File: src/rtl/fetch_arbiter_pkg.sv
// Shared types and default sizing for the fetch arbiter and its round-robin picker.
package fetch_arbiter_pkg;

  localparam int NUM_REQ_DEF        = 3;
  localparam int BUF_SEL_W_DEF      = 4;
  localparam int TIMEOUT_CYCLES_DEF = 65535;

  typedef enum logic [2:0] {
    ST_IDLE    = 3'd0,
    ST_GRANT   = 3'd1,
    ST_START   = 3'd2,
    ST_WAIT    = 3'd3,
    ST_RELEASE = 3'd4
  } arb_state_t;

endpackage

File: src/rtl/fetch_arbiter_rr_pick.sv
// Combinational round-robin picker: first set request at or above rr_ptr, with wrap-around.
module rr_pick
  import fetch_arbiter_pkg::*;
#(
  parameter int NUM_REQ = NUM_REQ_DEF,
  parameter int PTR_W   = (NUM_REQ > 1) ? $clog2(NUM_REQ) : 1
) (
  input  logic [NUM_REQ-1:0] req,
  input  logic [PTR_W-1:0]   rr_ptr,
  output logic [NUM_REQ-1:0] winner,
  output logic               valid
);

  logic found_s;
  int   idx_s;

  // Walk the requesters in priority order; each bit wins only if nothing earlier did.
  always_comb begin
    winner  = '0;
    found_s = 1'b0;
    idx_s   = 0;
    for (int i = 0; i < NUM_REQ; i++) begin
      idx_s         = (int'(rr_ptr) + i) % NUM_REQ;
      winner[idx_s] = req[idx_s] & ~found_s;
      found_s       = found_s | req[idx_s];
    end
    valid = found_s;
  end

endmodule

File: src/rtl/fetch_arbiter.sv
// Arbitrates several requesters onto one fetch engine; owns grant, fetch kick-off and timeout recovery.
module fetch_arbiter
  import fetch_arbiter_pkg::*;
#(
  parameter int NUM_REQ        = NUM_REQ_DEF,
  parameter int BUF_SEL_W      = BUF_SEL_W_DEF,
  parameter int TIMEOUT_CYCLES = TIMEOUT_CYCLES_DEF,
  parameter int ID_W           = (NUM_REQ > 1) ? $clog2(NUM_REQ) : 1
) (
  input  logic                           clk,
  input  logic                           rst,
  input  logic [NUM_REQ-1:0]             req,
  input  logic [NUM_REQ*BUF_SEL_W-1:0]   req_buf_sel,
  input  logic [NUM_REQ-1:0]             req_tiles_ctrl,
  input  logic [NUM_REQ-1:0]             req_dbuf,
  output logic [NUM_REQ-1:0]             grant,
  output logic [ID_W-1:0]                grant_id,
  output logic [NUM_REQ-1:0]             done,
  output logic                           done_err,
  output logic                           start_fetch,
  output logic                           reset_addr_counter,
  output logic [BUF_SEL_W-1:0]           Buffer_Select,
  output logic                           Tiles_Control,
  output logic                           Double_buffering,
  input  logic                           fetch_done,
  input  logic                           fetch_busy,
  output logic                           arb_busy,
  output logic                           timeout_err,
  input  logic                           err_clr
);

  localparam int              CNT_W    = $clog2(TIMEOUT_CYCLES + 1);
  localparam logic [CNT_W-1:0] CNT_LAST = CNT_W'(TIMEOUT_CYCLES - 1);
  localparam logic [ID_W-1:0]  ID_LAST  = ID_W'(NUM_REQ - 1);

  function automatic logic [ID_W-1:0] onehot_to_idx(input logic [NUM_REQ-1:0] oh);
    logic [ID_W-1:0] idx;
    idx = '0;
    for (int i = 0; i < NUM_REQ; i++) begin
      idx = idx | (oh[i] ? ID_W'(i) : {ID_W{1'b0}});
    end
    return idx;
  endfunction

  arb_state_t           state_r;
  logic [ID_W-1:0]      rr_ptr_r;
  logic [CNT_W-1:0]     tmo_cnt_r;
  logic [NUM_REQ-1:0]   win_s;
  logic                 win_valid_s;
  logic [ID_W-1:0]      win_id_s;
  logic [BUF_SEL_W-1:0] win_sel_s;

  rr_pick #(
    .NUM_REQ (NUM_REQ),
    .PTR_W   (ID_W)
  ) u_rr_pick (
    .req    (req),
    .rr_ptr (rr_ptr_r),
    .winner (win_s),
    .valid  (win_valid_s)
  );

  assign win_id_s  = onehot_to_idx(win_s);
  assign win_sel_s = req_buf_sel[int'(win_id_s)*BUF_SEL_W +: BUF_SEL_W];

  // Arbitration FSM; every output is a register so downstream sees glitch-free controls.
  always_ff @(posedge clk) begin
    if (rst) begin
      state_r            <= ST_IDLE;
      rr_ptr_r           <= '0;
      tmo_cnt_r          <= '0;
      grant              <= '0;
      grant_id           <= '0;
      done               <= '0;
      done_err           <= 1'b0;
      start_fetch        <= 1'b0;
      reset_addr_counter <= 1'b0;
      Buffer_Select      <= '0;
      Tiles_Control      <= 1'b0;
      Double_buffering   <= 1'b0;
      arb_busy           <= 1'b0;
      timeout_err        <= 1'b0;
    end else begin
      // A timeout set later in this block overrides a simultaneous clear.
      if (err_clr) begin
        timeout_err <= 1'b0;
      end
      case (state_r)
        ST_IDLE: begin
          if (win_valid_s && !fetch_busy) begin
            state_r          <= ST_GRANT;
            grant            <= win_s;
            grant_id         <= win_id_s;
            Buffer_Select    <= win_sel_s;
            Tiles_Control    <= req_tiles_ctrl[win_id_s];
            Double_buffering <= req_dbuf[win_id_s];
            arb_busy         <= 1'b1;
          end
        end
        ST_GRANT: begin
          state_r     <= ST_START;
          start_fetch <= 1'b1;
        end
        ST_START: begin
          state_r     <= ST_WAIT;
          start_fetch <= 1'b0;
          tmo_cnt_r   <= '0;
        end
        ST_WAIT: begin
          if (fetch_done) begin
            state_r  <= ST_RELEASE;
            done     <= grant;
            done_err <= 1'b0;
          end else if (tmo_cnt_r == CNT_LAST) begin
            state_r            <= ST_RELEASE;
            done               <= grant;
            done_err           <= 1'b1;
            reset_addr_counter <= 1'b1;
            timeout_err        <= 1'b1;
          end else begin
            tmo_cnt_r <= tmo_cnt_r + CNT_W'(1);
          end
        end
        ST_RELEASE: begin
          state_r            <= ST_IDLE;
          done               <= '0;
          done_err           <= 1'b0;
          reset_addr_counter <= 1'b0;
          grant              <= '0;
          grant_id           <= '0;
          arb_busy           <= 1'b0;
          tmo_cnt_r          <= '0;
          rr_ptr_r           <= (grant_id == ID_LAST) ? {ID_W{1'b0}} : grant_id + ID_W'(1);
        end
        default: begin
          state_r     <= ST_IDLE;
          grant       <= '0;
          grant_id    <= '0;
          done        <= '0;
          start_fetch <= 1'b0;
          arb_busy    <= 1'b0;
        end
      endcase
    end
  end

endmodule

File: config.mk
export PLATFORM = sky130hd
export DESIGN_NAME = fetch_arbiter
export DESIGN_NICKNAME = d
export VERILOG_FILES = /design/src/rtl/fetch_arbiter_pkg.sv /design/src/rtl/fetch_arbiter_rr_pick.sv /design/src/rtl/fetch_arbiter.sv
export SDC_FILE = /design/constraint.sdc
export NUM_CORES = 1
export LEC_CHECK = 0
export BUFFER_PORTS_ARGS = -buffer_cell sky130_fd_sc_hd__clkbuf_2
export CORE_MARGIN = 8
export CORE_UTILIZATION = 45
export DETAILED_ROUTE_END_ITERATION = 16
export HOLD_SLACK_MARGIN = 0.05
export PLACE_DENSITY = 0.69
export SYNTH_ARGS = -nofsm -noshare
export SYNTH_HDL_FRONTEND = slang
export SYNTH_SLANG_ARGS = --single-unit
File: constraint.sdc
create_clock -name clk -period 3.35 [get_ports clk]
set_input_delay 0.1675 -clock clk [delete_from_list [all_inputs] [get_ports clk]]
set_output_delay 0.1675 -clock clk [all_outputs]
set_load 0.005 [all_outputs]
==> run summary, run 1 <==
Worst slew pin tran: 0.854 ns
Critical path arrival: 2.75 ns
CP max stage delay: 0.47 ns
Drt wl/cell: 14.7 um
Share of synthesized registers carrying an async set or reset: 0%
Post-CTS sizing: 0
Slew margin rel.: 42.8%
Worst path required time: 3.56 ns
Final hold vios: 0
VDD IR max: 0.000262 V
Sequential Area: 761 um^2
Sink Count: 38
Final #Nets: 301
Share of cells above drive strength 1: 26.3%
P_int: 0.000826 W
Setup TNS: 0 ns
Largest net degree at the start of global routing: 20
Sw frac: 24.0%
Vias/cell: 5.56
Hold path cells: 3
Remaining DRCs: 0
Layout fillers: 406
Syn Inst Count: 233
CP bufs+invs: 1
RR Endpoint: Buffer_Select[3]
Buffers added on ports: 44
P_leak: 0.943 nW
First-pass iteration count of the detailed router: 4
GRT Residual Overflow: 0
CP max FO: 10
Switching power: 0.000261 W
Final setup violating endpoints: 0
Core area: 4350 um^2
Area delta synth->final: 17.3%
Status: finished clean
Period Utilization, post-route: 75.8%
CTS Root Cell: clkbuf_8
Main synth FF type: dfxtp_1
Hold buffer count at cts: 0
Commonest cells post-synth: 39 x nor2_1, 38 x dfxtp_1, 14 x xor2_1, 12 x nor3_1
Routability cong.: 0.829
Worst Reg-to-Reg Cells: 8
Clock latency on the worst-skew pair: 0.30 ns
YS warnings: 0
RSZ-0062 raised after global routing: false
Flop pwr share: 44.9%
Min Tclk post-route: 2.54 ns
Most common cell in the synthesized netlist: nor2_1
Startpoint type of the worst setup path: register
Post-CTS Setup Bufs: 0
FP Rows: 24
Max-cap violation count: 0
Clock Tree Buf Depth: 2
Total power: 0.00109 W
Register bit total from synthesis: 38
Vias post-DR: 1789
Slew Viols, Final: 0
Synthesized area per cell: 8.76 um^2
Syn nets: 265
Final WL: 4740 um
Nature of the critical path endpoint: register
Vias in the first global route: 1856
Die Y: 83.3 um
TritonCTS clock tree: yes
Combinational share of power: 12.1%
FF-to-FF setup slack: 0.81 ns
TritonCTS Buffers: 5
Post-synth cell types: 49
Antenna violations before repair: 0
FMAX: 394 MHz
Worst-path cell chain: inv_1 > ha_1 > or3b_2 > a21oi_1 > a41oi_2 > nor2_1 > a221oi_1 > nor3_1
FF-to-FF Start: rr_ptr_r[0]
Worst Skew: 0.0108 ns
Worst path depth: 8
Iteration-0 DRC count of the detailed router: 58
Placed cells: 314
Die width: 83.3 um
Syn Std Cell Area: 2040 um^2
First-pass GRT wire length: 8230 um
HP Class: in2reg
Number of synthesized flops with an enable pin: 0
Antenna Cells: 0
Synth area leader: dfxtp_1
Seq/Total Area, Yosys: 37.3%
DRT antenna net count: 0
Crit Path Class: reg2reg
Multi-input gate area: 1190 um^2
Die area: 6950 um^2
Clk pwr share: 43.0%
Top cells by area, synth: dfxtp_1 37%, nor2_1 7.2%, xor2_1 6.0%, ha_1 3.7%, nor3_1 2.9%
CP max stage cell: or3b_2
Post-DP HPWL: 3450 um
H-tree levels: 2
Worst setup path start: rr_ptr_r[0]
Reg clk slew, reported paths: 0.08 ns
Initial Utilization: 46.9%
Yosys top cell area share: 37.3%
Gr usage total: 13.9%
CP Capture Point: Buffer_Select[3]
Finished Layout Cells: 322
IO Pins: 45
Pwr Density: 454 nW/um^2
CP top delay family: simple AND/OR/NAND/NOR gates
## power by group through the flow
| stage | Sequential [W] | Clock [W] | Combinational (W) |
|---|---|---|---|
| 6_report | 0.000488 | 0.000468 | 0.000132 |
| 5_1_grt | 0.000491 | 0.000497 | 0.000146 |
| 4_1_cts | 0.000488 | 0.000476 | 0.000133 |
| 3_5_place_dp | 0.000498 | 0 | 0.000132 |
| 3_3_place_gp | 0.000498 | 0 | 0.000131 |
| 2_1_floorplan | 0.000492 | 0 | 0.0000903 |
## flip-flops by register name, indices dropped and copies added (netlist names)
signal,cells
Tiles_Control,1
tmo_cnt_r,16
done_err,1
done,3
grant,3
state_r,3
start_fetch,1
reset_addr_counter,1
Double_buffering,1
Buffer_Select,4
arb_busy,1
rr_ptr_r,2
timeout_err,1
## kinds of logic after synthesis
| family | after synthesis | synth area share, % |
|---|---|---|
| DFF | 38 | 37.3 |
| and+or+nand+nor | 99 | 25.6 |
| adders and majority gates | 6 | 3.68 |
| xor gates and xnor gates | 15 | 6.44 |
| buffers and inverters | 21 | 4.54 |
| AOI/OAI and AO/OA | 43 | 16.1 |
| muxes | 11 | 6.38 |
## worst min path at each step
stage | startpoint | to
global route | err_clr | timeout_err
finish | err_clr | timeout_err
detailed placement | err_clr | timeout_err
CTS | err_clr | timeout_err
global placement | err_clr | timeout_err
floorplan | err_clr | timeout_err
## per-layer routing
| layer | share of wire, % | vias to the layer above | global-route usage (%) |
|---|---|---|---|
| li1 | - | 906 | - |
| met1 | 41 | 849 | 14.3 |
| met2 | 53 | 27 | 24.8 |
| met3 | 4.4 | 7 | 5.08 |
| met4 | 1.2 | 0 | 5.43 |
| met5 | 0 | - | 0 |
## worst min-delay path: stages
cell and delay, ns:
clkbuf_2 0.07, nand2b_1 0.08, a21oi_1 0.06
## metrics by stage
| step | hold slack (ns) | utilization, % | setup slack (ns) | area, um^2 |
|---|---|---|---|---|
| 2_1_floorplan | 0.349 | - | 0.973 | 2040 |
| 3_5_place_dp | 0.447 | 51.8 | 0.804 | 2260 |
| 6_report | 0.123 | 55.0 | 0.812 | 2390 |
| 5_1_grt | 0.126 | 55.0 | 0.593 | 2390 |
| 3_3_place_gp | 0.440 | 51.8 | 0.854 | 2260 |
| 4_1_cts | 0.123 | 55.0 | 0.797 | 2390 |
## placed cells by master (no fill, tap or decap), types with 2 or more instances in the layout
cell type and n:
nor2_1 39, mux2_2 5, clkbuf_2 44, and3_1 4, o211ai_1 6, a221oi_1 6
a21oi_1 11, nor3b_1 2, clkbuf_8 5, or2_2 3, xor2_1 14, nand4_1 2
mux2i_1 4, inv_1 6, o21ai_0 2, ha_1 6, and4_1 3, nand3b_1 4
a32oi_1 3, dfxtp_1 38, bufinv_16 2, nand2b_1 7, or3b_2 3, and2_1 2
nor3_1 12, o2111ai_1 4, nand2_1 11
## final cells by class
cell class	instances	share of cell area, %
clock inverters	3	2.88
multi-input cells	174	49.6
well taps	52	2.72
flip-flops and latches	38	31.8
inverters	6	0.941
clock buffers	5	2.88
repair buffers	44	9.20
(Power assumes the default switching activity.)
==> run 2: changes to the inputs <==
- clock period: 3.35 -> 2.4 ns (I/O delays scaled with it)
==> run summary, run 2 (synthesis gave the netlist of run 1 again) <==
Multi-input gate area: 1260 um^2 (+6.3%)
First-pass iteration count of the detailed router: 4 (unchanged)
Worst Skew: 0.00542 ns (-0.00537 ns)
Clock latency on the worst-skew pair: 0.29 ns (about the same)
P_leak: 1.02 nW (+8.5%)
Max-cap violation count: 0 (unchanged)
Slew margin rel.: 45.3% (+2.5 points)
Max reg flops: 16 (unchanged)
Reg clk slew, reported paths: 0.08 ns (about the same)
Buffers added on ports: 44 (unchanged)
Die width: 83.3 um (unchanged)
CTS Root Cell: clkbuf_8
Area delta synth->final: 25.7%
Die Y: 83.3 um (unchanged)
Most frequent cells in the layout: 44 x clkbuf_2, 39 x nor2_1, 36 x dfxtp_1
Sequential Area: 768 um^2 (+0.99%)
Clk pwr share: 33.6% (-9.4 points)
Vias/cell: 5.40 (-2.7%)
GRT Residual Overflow: 0 (unchanged)
Worst Hold Path EP: timeout_err
Period Utilization, post-route: 95.8% (+20 points)
Initial Utilization: 46.9% (unchanged)
Remaining DRCs: 0 (unchanged)
CP bufs+invs: 2 (+1)
Crit Path Class: reg2reg
Post-DP HPWL: 3590 um (+3.8%)
TritonCTS clock tree: yes
Clock Tree Buf Depth: 2 (unchanged)
FF-to-FF setup slack: 0.10 ns (-0.71 ns)
Vias in the first global route: 1879 (+1.2%)
Setup TNS: 0 ns (unchanged)
Sw frac: 26.9% (+2.9 points)
Iteration-0 DRC count of the detailed router: 84 (+45%)
CP top delay family: simple AND/OR/NAND/NOR gates
Die area: 6950 um^2 (unchanged)
Worst slew pin tran: 0.818 ns (-0.0364 ns)
RR Endpoint: Buffer_Select[2]
Nature of the critical path endpoint: register
Layout fillers: 405 (-0.25%)
Commonest non-fill, non-tap cell in the layout: clkbuf_2
Combinational share of power: 16.4% (+4.3 points)
Gr usage total: 14.1% (+0.22 points)
Vias post-DR: 1832 (+2.4%)
Final WL: 4880 um (+3.0%)
CP max stage delay: 0.46 ns (about the same)
Pre-CTS setup slack: 0.00586 ns (-0.798 ns)
P_int: 0.000991 W (+20%)
Switching power: 0.000366 W (+40%)
Final setup violating endpoints: 0 (unchanged)
DRT antenna net count: 0 (unchanged)
Status: finished clean
Final setup margin: 0.101 ns (-0.710 ns)
CP max stage cell: or3b_2
Antenna violations before repair: 0 (unchanged)
H-tree levels: 2 (unchanged)
Antenna Cells: 0 (unchanged)
RSZ-0062 raised after global routing: false
Critical path arrival: 2.46 ns (-0.29 ns)
Share of cells above drive strength 1: 34.8% (+8.5 points)
TritonCTS Buffers: 5 (unchanged)
FP Rows: 24 (unchanged)
First-pass GRT wire length: 8560 um (+3.9%)
Sink Count: 38 (unchanged)
Worst-path cell chain: inv_1 > ha_2 > nand2b_1 > or3b_2 > o221ai_2 > buf_6 > mux2_1 > a221oi_2 > nor3_1
FMAX: 435 MHz (+10%)
Largest net degree at the start of global routing: 20 (unchanged)
Slew Viols, Final: 0 (unchanged)
Top flop regs: tmo_cnt_r x16, Buffer_Select x4
CP max FO: 7 (-3)
Drt wl/cell: 14.4 um (-2.1%)
Final hold vios: 0 (unchanged)
Min Tclk post-route: 2.30 ns (-0.240 ns)
Flop pwr share: 50.0% (+5.1 points)
HP Class: in2reg
Startpoint type of the worst setup path: register
Core area: 4350 um^2 (unchanged)
Hold path cells: 3 (unchanged)
IO Pins: 45 (unchanged)
Largest reg by FF count: tmo_cnt_r
Routability cong.: 0.830 (+0.12%)
Final #Nets: 318 (+5.6%)
FF-to-FF Start: rr_ptr_r[1]
Hold_sp: err_clr
Worst Reg-to-Reg Cells: 9 (+1)
Worst path required time: 2.56 ns (-1.00 ns)
Pwr Density: 529 nW/um^2 (+16%)
VDD IR max: 0.000294 V (+13%)
[run 2: cell count changes in the layout (fill, tap and decap cells not counted), moves of 2 or more]
cell	previous run	this run
a221oi_1	6	1
a221oi_2	0	5
buf_4	0	16
bufinv_16	2	0
dfxtp_1	38	36
dfxtp_4	0	2
ha_1	6	3
ha_4	0	2
[run 2: worst max path at each step]
stage           startpoint               end  cells after the start
6_report       rr_ptr_r[1]  Buffer_Select[2]                      9
3_5_place_dp   rr_ptr_r[0]  Buffer_Select[2]                      9
4_1_cts        rr_ptr_r[1]  Buffer_Select[2]                      9
2_1_floorplan  rr_ptr_r[0]  Buffer_Select[2]                      9
3_3_place_gp   rr_ptr_r[0]     Tiles_Control                      8
5_1_grt        rr_ptr_r[1]  Buffer_Select[2]                      9
[run 2: area by class of cell]
cell class                 instances  area share [%]
clock inverter                     2           0.488
clock buffer                       6            3.22
sequential                        38            30.0
timing repair buffer              61            13.7
multi-input combinational        174            49.2
tap                               52            2.54
inverter                           6           0.878
[run 2: routing by layer]
metal | track usage, % | vias to the layer above | wire length (um)
met2 | 25.2 | 27 | 2460
met1 | 16.2 | 864 | 2180
li1 | - | 939 | -
met4 | 3.04 | 0 | 21
met3 | 3.91 | 2 | 219
met5 | 0 | - | 0
[run 2: what timing repair did]
item	in CTS	in global routing
gates resized for setup	3	14
pin swaps	0	1
setup buffers	0	1
hold buffers	0	0
endpoints found under the setup margin	2	6
[run 2: through the flow]
stage / power (W) / instance area [um^2] / std cells / hold slack, ns / utilization (%)
finish: 0.00136 / 2560 / 339 / 0.0915 / 58.9
global route: 0.00142 / 2560 / 339 / 0.105 / 58.9
CTS: 0.00136 / 2490 / 338 / 0.0810 / 57.2
detailed placement: 0.000905 / 2380 / 330 / 0.395 / 54.6
global placement: 0.000902 / 2380 / 330 / 0.391 / 54.6
floorplan: 0.000813 / 2040 / 233 / 0.302 / -
[run 2: worst register-to-register path: cells and delay by family, from the launching register on]
| family | cells | cell delay [ns] |
|---|---|---|
| simple gates | 3 | 0.69 |
| compound gates | 2 | 0.35 |
| fa+ha+maj | 1 | 0.20 |
| mux | 1 | 0.33 |
| buf+inv | 2 | 0.24 |
| flops | 1 | 0.36 |
[run 2: power by group through the flow]
stage | clock [W] | combinational (W) | sequential, W
detailed placement | 0 | 0.000209 | 0.000695
floorplan | 0 | 0.000126 | 0.000687
global placement | 0 | 0.000207 | 0.000694
global route | 0.000492 | 0.000247 | 0.000683
CTS | 0.000472 | 0.000213 | 0.000680
finish | 0.000456 | 0.000223 | 0.000678
